**src/rtl/pact_cache_control_arbiter_pkg.sv**
```systemverilog
// Shared definitions for the cache control arbiter: controller states,
// the cache command width and the line-mask helper.
package pact_cache_control_arbiter_pkg;

    // Command width of the parallel cache control port
    localparam int BW_CACHE_COMMAND = 2;

    typedef enum logic [1:0] {
        ST_IDLE  = 2'd0,
        ST_ISSUE = 2'd1,
        ST_WAIT  = 2'd2,
        ST_DONE  = 2'd3
    } ctrl_state_e;

    // Byte-offset mask within one cache line; line_size must be a power of 2
    function automatic logic [63:0] line_mask(input int unsigned line_size);
        return 64'(line_size) - 64'd1;
    endfunction

endpackage

```
**src/rtl/pact_cache_control_arbiter_rr_picker.sv**
```systemverilog
// Round-robin picker: first valid requester at or after last_grant+1, with wrap.
// Purely combinational; no backpressure of its own.
module pact_rr_picker #(
    parameter int NUM_REQ = 4
) (
    input  logic [NUM_REQ-1:0]         valid_list,
    input  logic [$clog2(NUM_REQ)-1:0] last_grant,
    output logic                       any_valid,
    output logic [NUM_REQ-1:0]         grant_onehot,
    output logic [$clog2(NUM_REQ)-1:0] grant_idx
);

    localparam int IDX_W = $clog2(NUM_REQ);

    function automatic int wrap_idx(input int v);
        return (v >= NUM_REQ) ? v - NUM_REQ : v;
    endfunction

    always_comb begin
        any_valid    = 1'b0;
        grant_onehot = '0;
        grant_idx    = '0;
        for (int off = 1; off <= NUM_REQ; off++) begin
            if (!any_valid && valid_list[wrap_idx(int'(last_grant) + off)]) begin
                any_valid = 1'b1;
                grant_idx = IDX_W'(wrap_idx(int'(last_grant) + off));
                grant_onehot[wrap_idx(int'(last_grant) + off)] = 1'b1;
            end
        end
    end

endmodule

```
**src/rtl/pact_cache_control_arbiter.sv**
```systemverilog
// Shares one cache control port among NUM_REQ requesters, round-robin, one op in flight.
// Latency: done 3 cycles after accept (1 for empty ranges); ISSUE holds valid until cache ready.
// WAIT holds until cache busy drops; PACT_CACHE_CTRL_TIMEOUT_EN adds a WAIT timeout.
module pact_cache_control_arbiter
    import pact_cache_control_arbiter_pkg::*;
#(
    parameter int NUM_REQ         = 4,
    parameter int BW_ADDR         = 32,
    parameter int CACHE_LINE_SIZE = 16,
    parameter int TIMEOUT_CYCLES  = 1024
) (
    input  logic                                clk,
    input  logic                                rstnn,
    input  logic [NUM_REQ-1:0]                  req_valid_list,
    output logic [NUM_REQ-1:0]                  req_ready_list,
    input  logic [NUM_REQ*BW_CACHE_COMMAND-1:0] req_command_list,
    input  logic [NUM_REQ*BW_ADDR-1:0]          req_base_list,
    input  logic [NUM_REQ*BW_ADDR-1:0]          req_last_list,
    output logic [NUM_REQ-1:0]                  req_done_list,
    output logic                                cache_control_valid,
    input  logic                                cache_control_ready,
    output logic [BW_CACHE_COMMAND-1:0]         cache_control_command,
    output logic [BW_ADDR-1:0]                  cache_control_base,
    output logic [BW_ADDR-1:0]                  cache_control_last,
    input  logic                                cache_control_busy,
    output logic                                busy,
    output logic                                timeout_error
);

    localparam int IDX_W = $clog2(NUM_REQ);
    localparam logic [BW_ADDR-1:0] LINE_MASK = BW_ADDR'(line_mask(CACHE_LINE_SIZE));

    ctrl_state_e                 state_q, state_d;
    logic [IDX_W-1:0]            grant_q, grant_d;
    logic [IDX_W-1:0]            last_grant_q, last_grant_d;
    logic [BW_CACHE_COMMAND-1:0] cmd_q, cmd_d;
    logic [BW_ADDR-1:0]          base_q, base_d;
    logic [BW_ADDR-1:0]          last_q, last_d;

    logic [BW_CACHE_COMMAND-1:0] cmd_arr  [NUM_REQ];
    logic [BW_ADDR-1:0]          base_arr [NUM_REQ];
    logic [BW_ADDR-1:0]          last_arr [NUM_REQ];

    logic                        pick_any;
    logic [NUM_REQ-1:0]          pick_onehot;
    logic [IDX_W-1:0]            pick_idx;
    logic                        pick_empty;

    for (genvar i = 0; i < NUM_REQ; i++) begin : g_unpack
        assign cmd_arr[i]  = req_command_list[i*BW_CACHE_COMMAND +: BW_CACHE_COMMAND];
        assign base_arr[i] = req_base_list[i*BW_ADDR +: BW_ADDR];
        assign last_arr[i] = req_last_list[i*BW_ADDR +: BW_ADDR];
    end

    pact_rr_picker #(
        .NUM_REQ      (NUM_REQ)
    ) u_picker (
        .valid_list   (req_valid_list),
        .last_grant   (last_grant_q),
        .any_valid    (pick_any),
        .grant_onehot (pick_onehot),
        .grant_idx    (pick_idx)
    );

    // Emptiness is judged on the raw range, before line alignment widens it
    assign pick_empty = base_arr[pick_idx] > last_arr[pick_idx];

`ifdef PACT_CACHE_CTRL_TIMEOUT_EN
    localparam int CNT_W = $clog2(TIMEOUT_CYCLES + 1);
    logic [CNT_W-1:0] cnt_q, cnt_d;
    logic             timeout_q, timeout_d;
`else
    logic [31:0]      timeout_cycles_unused;
    assign timeout_cycles_unused = TIMEOUT_CYCLES;
`endif

    always_comb begin
        state_d        = state_q;
        grant_d        = grant_q;
        last_grant_d   = last_grant_q;
        cmd_d          = cmd_q;
        base_d         = base_q;
        last_d         = last_q;
        req_ready_list = '0;
        req_done_list  = '0;
`ifdef PACT_CACHE_CTRL_TIMEOUT_EN
        cnt_d          = '0;
        timeout_d      = timeout_q;
`endif
        case (state_q)
            ST_IDLE: begin
                if (pick_any) begin
                    req_ready_list = pick_onehot;
                    grant_d        = pick_idx;
                    cmd_d          = cmd_arr[pick_idx];
                    base_d         = base_arr[pick_idx] & ~LINE_MASK;
                    last_d         = last_arr[pick_idx] | LINE_MASK;
                    state_d        = pick_empty ? ST_DONE : ST_ISSUE;
                end
            end
            ST_ISSUE: begin
                if (cache_control_ready) begin
                    state_d = ST_WAIT;
                end
            end
            ST_WAIT: begin
`ifdef PACT_CACHE_CTRL_TIMEOUT_EN
                // Count hits TIMEOUT_CYCLES on the transition out of the last WAIT cycle
                if (!cache_control_busy) begin
                    state_d = ST_DONE;
                end else if (cnt_q == CNT_W'(TIMEOUT_CYCLES - 1)) begin
                    timeout_d = 1'b1;
                    state_d   = ST_DONE;
                end else begin
                    cnt_d = cnt_q + 1'b1;
                end
`else
                if (!cache_control_busy) begin
                    state_d = ST_DONE;
                end
`endif
            end
            ST_DONE: begin
                req_done_list[grant_q] = 1'b1;
                last_grant_d           = grant_q;
                state_d                = ST_IDLE;
            end
            default: begin
                state_d = ST_IDLE;
            end
        endcase
        // Keep the accept pulse quiet while reset is held
        if (!rstnn) begin
            req_ready_list = '0;
        end
    end

    always_ff @(posedge clk or negedge rstnn) begin
        if (!rstnn) begin
            state_q      <= ST_IDLE;
            grant_q      <= '0;
            last_grant_q <= IDX_W'(NUM_REQ - 1);
            cmd_q        <= '0;
            base_q       <= '0;
            last_q       <= '0;
        end else begin
            state_q      <= state_d;
            grant_q      <= grant_d;
            last_grant_q <= last_grant_d;
            cmd_q        <= cmd_d;
            base_q       <= base_d;
            last_q       <= last_d;
        end
    end

`ifdef PACT_CACHE_CTRL_TIMEOUT_EN
    always_ff @(posedge clk or negedge rstnn) begin
        if (!rstnn) begin
            cnt_q     <= '0;
            timeout_q <= 1'b0;
        end else begin
            cnt_q     <= cnt_d;
            timeout_q <= timeout_d;
        end
    end
    assign timeout_error = timeout_q;
`else
    assign timeout_error = 1'b0;
`endif

    assign cache_control_valid   = (state_q == ST_ISSUE);
    assign cache_control_command = cmd_q;
    assign cache_control_base    = base_q;
    assign cache_control_last    = last_q;
    assign busy                  = (state_q != ST_IDLE);

endmodule

```
**config.mk**
```make
export PLATFORM = sky130hd
export DESIGN_NAME = pact_cache_control_arbiter
export DESIGN_NICKNAME = d
export VERILOG_FILES = /design/src/rtl/pact_cache_control_arbiter_pkg.sv /design/src/rtl/pact_cache_control_arbiter_rr_picker.sv /design/src/rtl/pact_cache_control_arbiter.sv
export SDC_FILE = /design/constraint.sdc
export NUM_CORES = 1
export LEC_CHECK = 0
export CORE_ASPECT_RATIO = 0.8
export CORE_UTILIZATION = 37
export DETAILED_ROUTE_END_ITERATION = 8
export PLACE_DENSITY = 0.85
export SYNTH_ARGS = -nofsm -noshare
export SYNTH_HDL_FRONTEND = slang
export SYNTH_SLANG_ARGS = --single-unit
export TNS_END_PERCENT = 100
```
**constraint.sdc**
```tcl
create_clock -name clk -period 4.5 [get_ports clk]
set_input_delay 0.9 -clock clk [delete_from_list [all_inputs] [get_ports clk]]
set_output_delay 0.9 -clock clk [all_outputs]
set_load 0.02 [all_outputs]
```
Yosys cells after proc, flatten, opt, wreduce, memory -nomap -nowiden
Index checks and enable logic that the tools add are counted.
{"block": "totals", "input_bits": 272, "ff_bits": 68, "elab_cells": 111, "out_inout_bits": 77}
{"block": "classes", "n_mux": 56, "reduce_logical": 15, "n_bitwise": 4, "magnitude_cmp": 16, "eq_ne": 6, "add_sub_neg": 8}
{"operator": "$mux W32", "count": 8}
{"operator": "$bmux W32 S2", "count": 2}
{"operator": "$ge A32 B1 Y1 const B", "count": 4}
{"operator": "$ge A32 B4 Y1 const B", "count": 4}
{"operator": "$lt A32 B4 Y1 const B", "count": 4}
{"operator": "$sub A32 B4 Y32 const B", "count": 3}
{"operator": "$gt A32 B32 Y1", "count": 1}
{"operator": "$mux W4", "count": 8}
{"operator": "$mux W2", "count": 10}
{"operator": "$mux W1", "count": 17}
{"operator": "$or A4 B4 Y4", "count": 3}
{"operator": "$demux W1 S2", "count": 5}
{"operator": "$bmux W1 S2", "count": 4}
{"operator": "$logic_and A1 B1 Y1", "count": 8}
{"operator": "$pmux W2 S4", "count": 1}
{"operator": "$add A2 B2 Y3 const B", "count": 2}
{"operator": "$add A2 B3 Y4 const B", "count": 1}
{"operator": "$bmux W2 S2", "count": 1}
{"operator": "$eq A2 B2 Y1 const B", "count": 2}
{"operator": "$ne A2 B2 Y1 const B", "count": 2}
{"operator": "$sub A3 B3 Y4 const B", "count": 1}
{"operator": "$add A2 B1 Y3 const B", "count": 1}
{"operator": "$ge A3 B3 Y1 const B", "count": 1}
{"operator": "$logic_not A1 Y1", "count": 3}
{"operator": "other kinds (9)", "count": 9}

Longest topological paths before layout
{"block": "logic_depth", "ltp_word": 24, "ltp_mapped": 20}

Cells and area by module
From an unflattened synthesis, not the netlist that was laid out.
{"block": "unflattened", "cells_unflattened": 481, "hier_area_um2": 5754.3}
{"mod": "pact_cache_control_arbiter", "instances": 1, "cells_per_inst": 398, "area_each_um2": 5092.4}
{"mod": "pact_rr_picker", "instances": 1, "cells_per_inst": 83, "area_each_um2": 661.9}

Least setup slack after synthesis
Ideal clock, no wire load.
{"block": "synth_path", "path_type": "register to register", "start": "register last_grant_q[0]", "end": "register state_q[1]", "arrival_time_ps": 4164, "stages_incl_launch_ff": 19, "synth_period_minus_slack_ps": 4229, "required_ps": 4435, "path_buffers": 3, "slack_ps": 271, "path_cell_list": "dfstp_2 buf_6 inv_1 ha_1 mux4_2 a211oi_1 o21ai_1 and2_1 buf_2 buf_2 a211oi_1 nor2_1 ha_1 nand4_1 nor4_1 o21ai_0 a31oi_1 o311a_1 o22a_1"}
{"block": "synth_via", "elab_chain_len": 24, "elab_cells_between_ends": 55, "cone_classes": "add/sub: 8; order compare: 5; eq/ne: 1; mux: 33; bitwise: 1; reduce/logical: 7"}
{"element": "from (decl)", "line_no": "pact_cache_control_arbiter.sv:35", "source": "logic [IDX_W-1:0] last_grant_q, last_grant_d;"}
{"element": "from (signal assigned)", "line_no": "pact_cache_control_arbiter.sv:142", "source": "last_grant_q <= IDX_W'(NUM_REQ - 1);"}
{"element": "from (signal assigned)", "line_no": "pact_cache_control_arbiter.sv:149", "source": "last_grant_q <= last_grant_d;"}
{"element": "$add A2 B1 Y3", "line_no": "pact_cache_control_arbiter_rr_picker.sv:24, pact_cache_control_arbiter_rr_picker.sv:26"}
{"element": "$ge A32 B4 Y1 or $sub A3 B3 Y4 (tied branches)", "line_no": "pact_cache_control_arbiter_rr_picker.sv:16", "source": "return (v >= NUM_REQ) ? v - NUM_REQ : v;"}
{"element": "$mux W32", "line_no": "pact_cache_control_arbiter_rr_picker.sv:16"}
{"element": "$bmux W1 S2", "line_no": "pact_cache_control_arbiter_rr_picker.sv:24", "source": "if (!any_valid && valid_list[wrap_idx(int'(last_grant) + off)]) begin"}
{"element": "$mux W1 (not written as such) (2 in a row)", "line_no": "pact_cache_control_arbiter_rr_picker.sv:24"}
{"element": "$mux W1", "line_no": "pact_cache_control_arbiter_rr_picker.sv:24"}
{"element": "$logic_not A1 Y1", "line_no": "pact_cache_control_arbiter_rr_picker.sv:24"}
{"element": "$logic_and A1 B1 Y1", "line_no": "pact_cache_control_arbiter_rr_picker.sv:24"}
{"element": "[... 6 more ...]"}
{"element": "$mux W2", "line_no": "pact_cache_control_arbiter_rr_picker.sv:24"}
{"element": "$not A2 Y3 (not written as such)", "line_no": "pact_cache_control_arbiter.sv:66", "source": "assign pick_empty = base_arr[pick_idx] > last_arr[pick_idx];"}
{"element": "$bmux W32 S2", "line_no": "pact_cache_control_arbiter.sv:66"}
{"element": "$mux W32 (not written as such) (2 in a row)", "line_no": "pact_cache_control_arbiter.sv:66"}
{"element": "$gt A32 B32 Y1", "line_no": "pact_cache_control_arbiter.sv:66"}
{"element": "$mux W2", "line_no": "pact_cache_control_arbiter.sv:98", "source": "state_d = pick_empty ? ST_DONE : ST_ISSUE;"}
{"element": "$mux W2", "line_no": "pact_cache_control_arbiter.sv:92", "source": "if (pick_any) begin"}
{"element": "$pmux W2 S4", "line_no": "pact_cache_control_arbiter.sv:90", "source": "case (state_q)"}
{"element": "to (signal assigned)", "line_no": "pact_cache_control_arbiter.sv:147", "source": "state_q <= state_d;"}
{"element": "to (decl)", "line_no": "pact_cache_control_arbiter.sv:33", "source": "ctrl_state_e state_q, state_d;"}
Several ways; a longest one is shown, not always the timed one. The select of a mux whose other input is x is not followed.
A chain may end at the register's enable or synchronous reset.

Final worst setup path
{"block": "layout_path", "start": "input port req_valid_list[1]", "end": "register state_q[1]"}
{"block": "layout_via", "elab_chain_len": 21, "elab_cells_between_ends": 39, "cone_classes": "order compare: 1; eq/ne: 1; mux: 29; bitwise: 1; reduce/logical: 7"}
{"element": "from (decl)", "line_no": "pact_cache_control_arbiter.sv:14", "source": "input logic [NUM_REQ-1:0] req_valid_list,"}
{"element": "$bmux W1 S2", "line_no": "pact_cache_control_arbiter_rr_picker.sv:24"}
{"element": "$mux W1 (not written as such) (2 in a row)", "line_no": "pact_cache_control_arbiter_rr_picker.sv:24"}
{"element": "$mux W1", "line_no": "pact_cache_control_arbiter_rr_picker.sv:24"}
{"element": "$logic_not A1 Y1", "line_no": "pact_cache_control_arbiter_rr_picker.sv:24"}
{"element": "$logic_and A1 B1 Y1", "line_no": "pact_cache_control_arbiter_rr_picker.sv:24"}
{"element": "$mux W1", "line_no": "pact_cache_control_arbiter_rr_picker.sv:24"}
{"element": "$logic_not A1 Y1", "line_no": "pact_cache_control_arbiter_rr_picker.sv:24"}
{"element": "$logic_and A1 B1 Y1", "line_no": "pact_cache_control_arbiter_rr_picker.sv:24"}
{"element": "[... 3 more ...]"}
{"element": "$mux W2", "line_no": "pact_cache_control_arbiter_rr_picker.sv:24"}
{"element": "$not A2 Y3 (not written as such)", "line_no": "pact_cache_control_arbiter.sv:66"}
{"element": "$bmux W32 S2", "line_no": "pact_cache_control_arbiter.sv:66"}
{"element": "$mux W32 (not written as such) (2 in a row)", "line_no": "pact_cache_control_arbiter.sv:66"}
{"element": "$gt A32 B32 Y1", "line_no": "pact_cache_control_arbiter.sv:66"}
{"element": "$mux W2", "line_no": "pact_cache_control_arbiter.sv:98"}
{"element": "$mux W2", "line_no": "pact_cache_control_arbiter.sv:92"}
{"element": "$pmux W2 S4", "line_no": "pact_cache_control_arbiter.sv:90"}
Several ways; a longest one is shown, not always the timed one. The select of a mux whose other input is x is not followed.

==> impl_metrics.json <==
{
  "hold_end": "cache_control_base[23]$_DFFE_PN0P_",
  "nFillCells": 1440,
  "dp_slack_ns": -0.364,
  "maxCapViolCount": 0,
  "vdd_ir_drop_max_mv": 0.503,
  "period_share_pct": 98.9,
  "cts_tree": "done",
  "drtIter0Drc": 503,
  "wl_mm": 29.6,
  "fin_skew_ns": 0.00618,
  "grt_first_pass_wirelength_mm": 44.3,
  "syn-cell-area_um2": 6630,
  "wire_per_inst_um": 20.1,
  "end_kind": "register",
  "reg2reg_to": "state_q[1]$_DFFE_PN0P_",
  "synthDistinctLibCells": 49,
  "cts_buffer_depth": 2,
  "ys_seq_area_share_pct": 24.6,
  "initial_core_util_pct": 38.0,
  "area_growth_pct": 73.6,
  "final_cell_mix": "clkdlybuf4s50_1, a211oi_1, a21oi_1",
  "maxSlewViolCount": 0,
  "ys_warn_count": 0,
  "dpl.hpwl_mm": 23.1,
  "dieArea_um2": 18500,
  "gr-total-overflow": 0,
  "io_pins": 349,
  "clkTransAtPathRegs_ns": 0.06,
  "powerDensity_nw_per_um2": 983,
  "ys_ff_latch": 65,
  "firstDrtPassIters": 5,
  "final_common_cell": "clkdlybuf4s50_1",
  "vias_per_cell": 5.89,
  "critical_path.max_fanout": 51,
  "ant_nets": 0,
  "critPathLaunch": "req_valid_list[1]",
  "status": "complete, no violations",
  "intPower_mw": 5.79,
  "path_class": "input port to register",
  "worst_hold_slack_ns": 0.483,
  "rows": 43,
  "nets": 1558,
  "switchingPower_mw": 5.52,
  "setup_tns_ns": 0,
  "synth.avg_cell_area_um2": 7.79,
  "max_slew_margin_pct": 33.1,
  "setup_viol": 0,
  "worst_pin_slew_ns": 1.00,
  "pwr-share-clk_pct": 6.4,
  "grt_pass1_vias": 8398,
  "synthCells": 851,
  "finalWeightedCongestion": 0.980,
  "numCtsBuffers": 9,
  "drive_above_1_share_pct": 13.6,
  "worst_hold_path_type": "register to register",
  "power_mw": 11.3,
  "cts_hold_repair.buffers": 0,
  "seqPwrFrac_pct": 9.6,
  "core_area_um2": 17400,
  "synthArstFlopShare_pct": 100,
  "insertion_delay_ns": 0.34,
  "startpoint_type": "input port",
  "reg2regPathDepth": 17,
  "crit_required_ns": 4.73,
  "critPathArrivalTime_ns": 4.68,
  "finalCriticalPeriod_ns": 4.45,
  "drc": 0,
  "grt_antenna_before_repair": 0,
  "diodes": 0,
  "r2r_setup_slack_ns": 0.17,
  "setup_slack_ns": 0.0491,
  "cts_root_buf": "clkbuf_16",
  "synth_edf_count": 0,
  "clock-sinks": 65,
  "die_x_um": 152,
  "grt_util_all_layers_pct": 31.4,
  "sw_frac_of_total_pct": 48.8,
  "p_leak_nw": 4.90,
  "hold_viol_final": 0,
  "htree_num_levels": 3,
  "holdCritStartpoint": "cache_control_base[23]$_DFFE_PN0P_",
  "portBuffers": 343,
  "holdPathStages": 2,
  "synth_ff_type": "dfrtp_1",
  "r2r-start": "last_grant_q[1]$_DFFE_PN1P_",
  "dr_total_vias": 8676,
  "rsz0062_at_grt": "yes",
  "combPwrFrac_pct": 84.0,
  "clock.fmax_ghz": 0.225,
  "grt_max_degree": 66,
  "die_h_um": 122
}
[cells by family (layout without fill, tap and decap cells)]
group           count (synthesis)  count (layout)  synth area share, %
other cells                     1               5               0.0566
simple gates                  270             270                 19.9
fa+ha+maj                      43              43                 8.12
mux                             9               9                 2.13
buf+inv                        98             491                 7.38
compound gates                365             365                 37.8
flops                          65              65                 24.6
[how the worst max path moves through the flow]
| stage | endpoint | depth (start not counted) |
|---|---|---|
| CTS | state_q[1]$_DFFE_PN0P_ | 16 |
| detailed placement | state_q[1]$_DFFE_PN0P_ | 15 |
| finish | state_q[1]$_DFFE_PN0P_ | 17 |
| floorplan | state_q[1]$_DFFE_PN0P_ | 18 |
| global route | state_q[1]$_DFFE_PN0P_ | 16 |
| global placement | state_q[1]$_DFFE_PN0P_ | 16 |
[routing by layer]
| metal | wire length [µm] | GRT usage [%] |
|---|---|---|
| met5 | 0 | 0 |
| met4 | 961 | 10.9 |
| met1 | 11900 | 38.3 |
| met3 | 2580 | 6.40 |
| met2 | 14200 | 54.5 |
[power groups by stage]
stage	clock, mW	sequential [mW]	combinational (mW)
after CTS	0.733	1.08	9.39
final	0.720	1.08	9.51
after global routing	0.755	1.12	10.3
after detailed placement	0	1.09	9.33
after floorplan	0	1.37	4.97
after global placement	0	1.08	9.10
[synth_stat cells, drive strengths merged (8+ instances only)]
| cell type | n | share of area (%) |
|---|---|---|
| ha | 43 | 8.1 |
| o21ai | 9 | 0.91 |
| a21o | 35 | 4.0 |
| o31ai | 14 | 1.6 |
| a2111oi | 43 | 5.7 |
| a21oi | 115 | 8.7 |
| nand2 | 88 | 5.0 |
| a211oi | 124 | 14 |
| nand4 | 8 | 0.76 |
| dfrtp | 63 | 24 |
| nor2 | 69 | 3.9 |
| buf | 52 | 4.8 |
| clkbuf | 40 | 2.3 |
| and3 | 82 | 7.7 |
[what timing repair did]
action / 4_1_cts / 5_1_grt
gates resized for setup: 2 / 11
buffers inserted: 0 / 1
pin swaps: 0 / 0
setup endpoints to repair: 1 / 5
[through the flow]
step	utilization, %	cells	area, µm²
finish	66.0	1473	11500
global route	66.0	1473	11500
CTS	65.7	1472	11400
detailed placement	64.0	1456	11100
global placement	64.0	1456	11100
floorplan	-	855	6640
[flip-flops by register name (all words and copies together) (netlist names)]
signal                 flops
cache_control_command      2
cache_control_last        29
grant_q                    2
cache_control_base        28
last_grant_q               2
state_q                    2
[cell type report]
type	instances	area, µm²	area share, %
multi-input combinational	692	4620	40.2
timing repair buffer	469	4660	40.5
sequential	65	1630	14.2
tap	225	282	2.45
clock buffer	11	233	2.02
clock inverter	5	56.3	0.489
inverter	6	22.5	0.196
[worst max-delay path: stages]
cell and delay [ns]:
clkdlybuf4s50_1 0.50, mux4_2 0.58, buf_4 0.18, nor2b_4 0.13
o21ai_4 0.10, buf_12 0.20, and3_1 0.18, a211oi_1 0.26
buf_4 0.17, nor2_1 0.06, ha_1 0.31, o21a_1 0.18
o21a_1 0.16, o21ai_0 0.15, a31oi_1 0.07, o311a_1 0.36
o22a_1 0.18
No activity file was read; power rests on OpenSTA's default activity.
